$ cat src/rtl/kpn_fifo.sv
// kpn_fifo: single-clock synchronous FIFO with registered read data,
// occupancy counter, threshold flags and sticky overflow/underflow flags.
module kpn_fifo #(
  parameter int BITS_NUMBER        = 16,
  parameter int FIFO_ELEMENTS      = 5,
  parameter int ALMOST_FULL_LEVEL  = (2**FIFO_ELEMENTS) - 2,
  parameter int ALMOST_EMPTY_LEVEL = 2
) (
  input  logic                     clk,
  input  logic                     rst_n,
  input  logic                     clear,
  input  logic                     wr,
  input  logic [BITS_NUMBER-1:0]   entry_1,
  input  logic                     rd,
  output logic [BITS_NUMBER-1:0]   output_1,
  output logic                     output_valid,
  output logic                     full,
  output logic                     empty,
  output logic                     almost_full,
  output logic                     almost_empty,
  output logic [FIFO_ELEMENTS:0]   count,
  output logic                     overflow,
  output logic                     underflow
);

  localparam int DEPTH = 2**FIFO_ELEMENTS;
  localparam int CW    = FIFO_ELEMENTS + 1;
  localparam logic [CW-1:0] LP_DEPTH = CW'(DEPTH);
  localparam logic [CW-1:0] LP_AF    = CW'(ALMOST_FULL_LEVEL);
  localparam logic [CW-1:0] LP_AE    = CW'(ALMOST_EMPTY_LEVEL);

  logic [BITS_NUMBER-1:0]   r_mem [DEPTH];
  logic [FIFO_ELEMENTS-1:0] r_wptr, r_rptr;
  logic [CW-1:0]            r_count;
  logic [BITS_NUMBER-1:0]   r_out;
  logic                     r_valid, r_ovf, r_unf;

  logic w_full, w_empty, w_rd_acc, w_wr_acc;

  // Flags come straight from the registered count.
  assign w_full   = (r_count == LP_DEPTH);
  assign w_empty  = (r_count == '0);
  // A read on an empty FIFO is always rejected; a write on a full FIFO
  // is only accepted when a read frees a slot on the same edge.
  assign w_rd_acc = rd & ~w_empty;
  assign w_wr_acc = wr & (~w_full | w_rd_acc);

  assign output_1     = r_out;
  assign output_valid = r_valid;
  assign full         = w_full;
  assign empty        = w_empty;
  assign almost_full  = (r_count >= LP_AF);
  assign almost_empty = (r_count <= LP_AE);
  assign count        = r_count;
  assign overflow     = r_ovf;
  assign underflow    = r_unf;

  // Storage array; not reset, stale words are unreachable while empty.
  always_ff @(posedge clk) begin
    if (w_wr_acc && !clear) r_mem[r_wptr] <= entry_1;
  end

  // Pointers, occupancy, read data register and sticky error flags.
  always_ff @(posedge clk or negedge rst_n) begin
    if (!rst_n) begin
      r_wptr  <= '0;
      r_rptr  <= '0;
      r_count <= '0;
      r_out   <= '0;
      r_valid <= 1'b0;
      r_ovf   <= 1'b0;
      r_unf   <= 1'b0;
    end else if (clear) begin
      // Flush wins over rd/wr; output_1 keeps its last value.
      r_wptr  <= '0;
      r_rptr  <= '0;
      r_count <= '0;
      r_valid <= 1'b0;
      r_ovf   <= 1'b0;
      r_unf   <= 1'b0;
    end else begin
      r_valid <= w_rd_acc;
      if (w_wr_acc) r_wptr <= r_wptr + FIFO_ELEMENTS'(1);
      if (w_rd_acc) begin
        r_out  <= r_mem[r_rptr];
        r_rptr <= r_rptr + FIFO_ELEMENTS'(1);
      end
      case ({w_wr_acc, w_rd_acc})
        2'b10:   r_count <= r_count + CW'(1);
        2'b01:   r_count <= r_count - CW'(1);
        default: r_count <= r_count;
      endcase
      if (wr && !w_wr_acc) r_ovf <= 1'b1;
      if (rd && w_empty)   r_unf <= 1'b1;
    end
  end

endmodule

$ cat config.mk
export PLATFORM = sky130hd
export DESIGN_NAME = kpn_fifo
export DESIGN_NICKNAME = d
export VERILOG_FILES = /design/src/rtl/kpn_fifo.sv
export SDC_FILE = /design/constraint.sdc
export NUM_CORES = 1
export LEC_CHECK = 0
export CORE_MARGIN = 3
export CORE_UTILIZATION = 61
export DETAILED_ROUTE_END_ITERATION = 10
export MAX_ROUTING_LAYER = met4
export PLACE_DENSITY = 0.79
export SYNTH_ARGS = -nofsm -noshare
export SYNTH_HDL_FRONTEND = slang
export SYNTH_SLANG_ARGS = --single-unit
$ cat constraint.sdc
create_clock -name clk -period 3.7 [get_ports clk]
set_input_delay 0.925 -clock clk [delete_from_list [all_inputs] [get_ports clk]]
set_output_delay 0.925 -clock clk [all_outputs]
set_load 0.01 [all_outputs]
==> impl_metrics.py, run 1 <==
metrics = {
    "logic_synthesis": {
        "synth_edf_count": 512,
        "postSynth.asyncResetShare_pct": 6.40,
        "synth_area_per_cell_um2": 20.2,
        "yosysSeqAreaShare_pct": 76.9,
        "netlist_area_um2": 21100,
        "synth_ff_type": "edfxtp_1",
        "ys_ff_latch": 547,
        "syn_inst": 1047,
        "netlist_top_cells_count": "edfxtp_1, mux4_2, nor2_1, o22ai_1, a21oi_1",
        "synth_cell_types": 45,
        "yosys.area.top_type": "edfxtp_1",
        "yosysMostFrequentCell": "edfxtp_1",
        "ys_warn_count": 0,
        "synth_top_cells_by_area": "edfxtp_1, mux4_2, dfrtp_1",
        "synth_top_area_share_pct": 72.7,
        "syn_nets": 1078,
    },
    "route": {
        "firstDrtPassIters": 6,
        "drtIter0Drc": 1388,
        "routed.top_layer": "met4",
        "drc_errors": 0,
        "drt-total-wl_um": 47000,
        "wl_met1_um": 18400,
        "routed_via_density": 6.53,
        "dr_wl_met2_um": 22400,
        "num_vias": 10800,
        "wl_met3_um": 4380,
        "ant_nets": 0,
        "drt-wirelength-per-cell_um": 28.3,
    },
    "clock_tree": {
        "clk_latency_ns": 0.57,
        "path_clk_slew_ns": 0.06,
        "clk_path_buf_depth": 3,
        "cts_tree": "built",
        "cts_hold_buf": 0,
        "htreeDepth": 2,
        "cts_setup_buffers": 0,
        "numCtsBuffers": 52,
        "cts_root_buffer": "clkbuf_16",
        "ctsResizeCount": 0,
        "cts_sinks": 547,
    },
    "floorplan": {
        "dieArea_um2": 36900,
        "die_w_um": 192,
        "die_h_um": 192,
        "num_rows": 67,
        "pin_count": 50,
        "initial_core_util_pct": 62.4,
        "core_area_um2": 33900,
    },
    "final_layout": {
        "drive_above_1_share_pct": 23.8,
        "antenna_cells": 0,
        "area_growth_syn_to_layout_pct": 15.1,
        "final_nets": 1201,
        "utilization_pct": 71.9,
        "final_cells": 1658,
    },
    "critical_path": {
        "cp-start-kind": "flip-flop",
        "cp.arrival_ns": 2.41,
        "cp.required_ns": 2.77,
        "worst_setup_path_end_kind": "output pin",
        "rr_worst_depth": 10,
        "cp_max_fo": 6,
        "path_class": "flip-flop to output pin",
    },
    "global_routing": {
        "grt_overflow": 0,
        "first_global_vias": 10900,
        "grt_usage_pct": 27.1,
        "grt_pass1_wl_um": 70100,
        "antenna_found_initial": 1,
        "grt_start_max_net_pins": 66,
    },
    "place": {
        "numPortBuffers": 49,
        "place.gp.congestion": 0.963,
        "dpl_worst_slack_ns": 0.305,
        "dp_hpwl_um": 27700,
        "dp.cells": 1564,
    },
    "timing": {
        "skew_ns": 0.0252,
        "fin_setup_tns_ns": 0,
        "rsz0062_at_grt": "no",
        "fmax_ghz": 0.300,
        "fin_crit_ns": 3.33,
        "period_share_pct": 90.1,
        "setup_ws_ns": 0.366,
        "setup_violations": 0,
        "worst_pin_slew_ns": 1.03,
        "slew_headroom_pct": 31.3,
        "maxSlewViolCount": 0,
        "hold_violations": 0,
    },
    "power": {
        "peakVddDrop_mv": 0.482,
        "p_leak_nw": 7.83,
        "power_density_nw_per_um2": 620,
    },
    "hold_path": {
        "hold_path.class": "input pin to async pin",
    },
    "outcome": {
        "status": "finished clean",
    },
    "job": {
        "drv_cap": 0,
    },
}
==> sequential cells by signal, summed over array words and instances (netlist names) <==
register,cells
r_mem,512
count,6
output_valid,1
overflow,1
r_wptr,5
r_rptr,5
underflow,1
output_1,16
==> power breakdown <==
group	switching [mW]	internal, mW	leakage, nW	total (mW)
clock network	2.21	3.26	0.887	5.47
registers	0.242	6.92	5.04	7.16
logic	1.22	1.23	1.90	2.45
==> metrics by stage <==
step | area (um2) | hold slack (ns) | power, mW
2_1_floorplan | 21100 | 0.526 | 8.82
3_3_place_gp | 22500 | 0.495 | 9.67
3_5_place_dp | 22500 | 0.499 | 9.72
4_1_cts | 24300 | 0.450 | 15.2
5_1_grt | 24300 | 0.478 | 15.6
6_report | 24300 | 0.440 | 15.1
==> worst paths after layout <==
path | start | endpoint | slack, ns
max | count[2] | empty | 0.37
min | rst_n | count[0] | 0.44
min reg2reg | underflow | underflow | 0.50
max reg2reg | count[2] | count[5] | 0.65
min in group clk | underflow | underflow | 0.50
max in group asynchronous | rst_n | r_rptr[1] | 2.68
==> cell usage in the layout (no fill, tap or decap), types with 2 or more instances in the layout <==
cell type	n
mux2i_1	37
edfxtp_1	512
clkinv_4	2
clkbuf_8	5
nand3b_1	3
xnor2_1	5
nand2_1	16
o22ai_1	47
ha_1	9
a221o_1	15
xor2_1	6
clkbuf_16	56
mux4_2	113
nand4_1	4
clkinv_1	5
a21o_1	2
dfrtp_4	2
nor2_1	99
nor3_1	18
buf_12	4
dfrtp_1	33
clkbuf_1	5
inv_1	4
nand2b_1	2
bufinv_16	6
clkinv_2	12
a21oi_1	40
clkdlybuf4s50_1	48
buf_4	73
==> cell families (layout without fill, tap and decap cells) <==
group / Yosys count / in the layout / synth area share [%]
multiplexers: 152 / 152 / 13.9
AO/OA/AOI/OAI: 114 / 114 / 3.59
AND/OR/NAND/NOR: 152 / 152 / 3.08
adder cells (fa/ha/maj): 10 / 10 / 0.627
XOR/XNOR: 11 / 11 / 0.456
flip-flops: 547 / 547 / 76.9
buffers and inverters: 61 / 224 / 1.43
==> layout make-up <==
class,count,area (um2)
inverters,4,15.0
clock buffers,66,1490
well taps,448,561
repair buffers,126,1110
multi-input cells,439,4600
clock inverters,28,305
fillers,1970,9530
flip-flops and latches,547,16300
==> layer usage <==
metal / GRT usage (%) / vias up
li1: - / 4531
met1: 38.4 / 5563
met2: 40.6 / 635
met3: 5.09 / 105
met4: 9.47 / 0
met5: - / -
==> worst max-delay path, cell delays in order, from the launching register on <==
cell	delay, ns
dfrtp_1	0.44
or4_4	0.60
nor3_1	0.22
clkdlybuf4s50_1	0.58
Note: power is estimated with default switching activity, not from simulation.
==> run 2, diff against run 1 <==
Settings changed: CORE_ASPECT_RATIO from default to 0.9.
==> impl_metrics.py, run 2 (synthesis results as in run 1) <==
metrics = {
    "floorplan": {
        "num_rows": 64,
        "dieArea_um2": 36900,
        "core_area_um2": 34100,
        "pin_count": 50,
        "die_h_um": 183,
        "die_w_um": 202,
        "initial_core_util_pct": 62.0,
    },
    "final_layout": {
        "final_cell_mix": "edfxtp_1, mux4_2, nor2_1, buf_4, clkbuf_16",
        "antenna_cells": 0,
        "utilization_pct": 70.9,
        "drive_above_1_share_pct": 22.5,
        "area_growth_syn_to_layout_pct": 14.5,
        "largest_reg_flops": 512,
        "final_nets": 1197,
        "fillers": 2039,
        "final_common_cell": "edfxtp_1",
        "multi_input_area_um2": 4600,
        "ff_latch_area_um2": 16300,
        "largest_register": "r_mem",
    },
    "critical_path": {
        "r2r_end": "count[5]",
        "cp_max_fo": 6,
        "worst_setup_path_end_kind": "output pin",
        "cp-start-kind": "flip-flop",
        "cp.required_ns": 2.77,
        "rr_worst_depth": 10,
        "r2r-start": "count[2]",
        "r2r_setup_slack_ns": 0.53,
        "path_class": "flip-flop to output pin",
        "cp.arrival_ns": 2.42,
    },
    "timing": {
        "worst_pin_slew_ns": 0.892,
        "rsz0062_at_grt": "no",
        "fmax_ghz": 0.299,
        "maxSlewViolCount": 0,
        "period_share_pct": 90.4,
        "setup_violations": 0,
        "setup_ws_ns": 0.355,
        "slew_headroom_pct": 40.5,
        "holdWs_ns": 0.483,
        "fin_crit_ns": 3.34,
        "hold_violations": 0,
        "fin_setup_tns_ns": 0,
        "skew_ns": 0.0126,
    },
    "clock_tree": {
        "numCtsBuffers": 51,
        "cts_hold_buf": 0,
        "cts_tree": "built",
        "cts_sinks": 547,
        "clk_latency_ns": 0.56,
        "cts_setup_buffers": 0,
        "htreeDepth": 2,
        "ctsResizeCount": 0,
        "path_clk_slew_ns": 0.06,
        "cts_root_buffer": "clkbuf_16",
        "clk_path_buf_depth": 3,
    },
    "global_routing": {
        "grt_pass1_wl_um": 72100,
        "grt_usage_pct": 27.5,
        "grt_start_max_net_pins": 37,
        "grt_overflow": 0,
        "first_global_vias": 11000,
        "antenna_found_initial": 0,
    },
    "route": {
        "drt-wirelength-per-cell_um": 29.0,
        "ant_nets": 0,
        "routed_via_density": 6.59,
        "drt-total-wl_um": 48400,
        "num_vias": 11000,
        "firstDrtPassIters": 5,
        "drc_errors": 0,
        "drtIter0Drc": 1490,
    },
    "power": {
        "peakVddDrop_mv": 0.416,
        "p_leak_nw": 7.73,
        "power_density_nw_per_um2": 613,
    },
    "hold_path": {
        "hold_path.class": "input pin to async pin",
    },
    "place": {
        "place.gp.congestion": 0.866,
        "dp_hpwl_um": 28500,
        "dpl_worst_slack_ns": 0.194,
        "numPortBuffers": 49,
    },
    "outcome": {
        "status": "finished clean",
    },
    "job": {
        "drv_cap": 0,
    },
}
run 2: per-stage QoR:
step / power (mW) / instances / area, um2
2_1_floorplan: 8.82 / 1047 / 21100
3_3_place_gp: 9.73 / 1575 / 22600
3_5_place_dp: 9.82 / 1575 / 22600
4_1_cts: 14.9 / 1669 / 24200
5_1_grt: 15.3 / 1669 / 24200
6_report: 14.8 / 1669 / 24200
run 2: report_power, final:
group / total, mW / switching [mW] / internal [mW]
Sequential: 7.14 / 0.219 / 6.92
Combinational: 2.59 / 1.32 / 1.27
Clock: 5.10 / 2.16 / 2.94
Total: 14.8 / 3.70 / 11.1
run 2: worst max-delay path by stage:
stage	slack [ns]	from	to
floorplan	0.77	count[2]	count[5]
global placement	0.26	rd	count[5]
detailed placement	0.19	rd	count[5]
CTS	0.35	count[2]	empty
global route	0.28	count[2]	empty
finish	0.36	count[2]	empty
run 2: worst max-delay path, cell delays in order, from the launching register on:
cell	delay [ns]
dfrtp_1	0.45
or4_4	0.60
nor3_1	0.22
clkdlybuf4s50_1	0.59
run 2: layout make-up:
cell class | count | area share (%)
Multi-Input combinational cell | 439 | 19.0
Timing Repair Buffer | 123 | 4.61
Inverter | 4 | 0.0620
Sequential cell | 547 | 67.2
Clock inverter | 30 | 0.977
Clock buffer | 64 | 5.78
Tap cell | 462 | 2.39
run 2: routing by layer:
layer  global-route usage, %  wire length, um
met1                    40.5            19300
met2                    41.0            22700
met3                    5.81             5180
met4                    6.46             1200
met5                       -                0
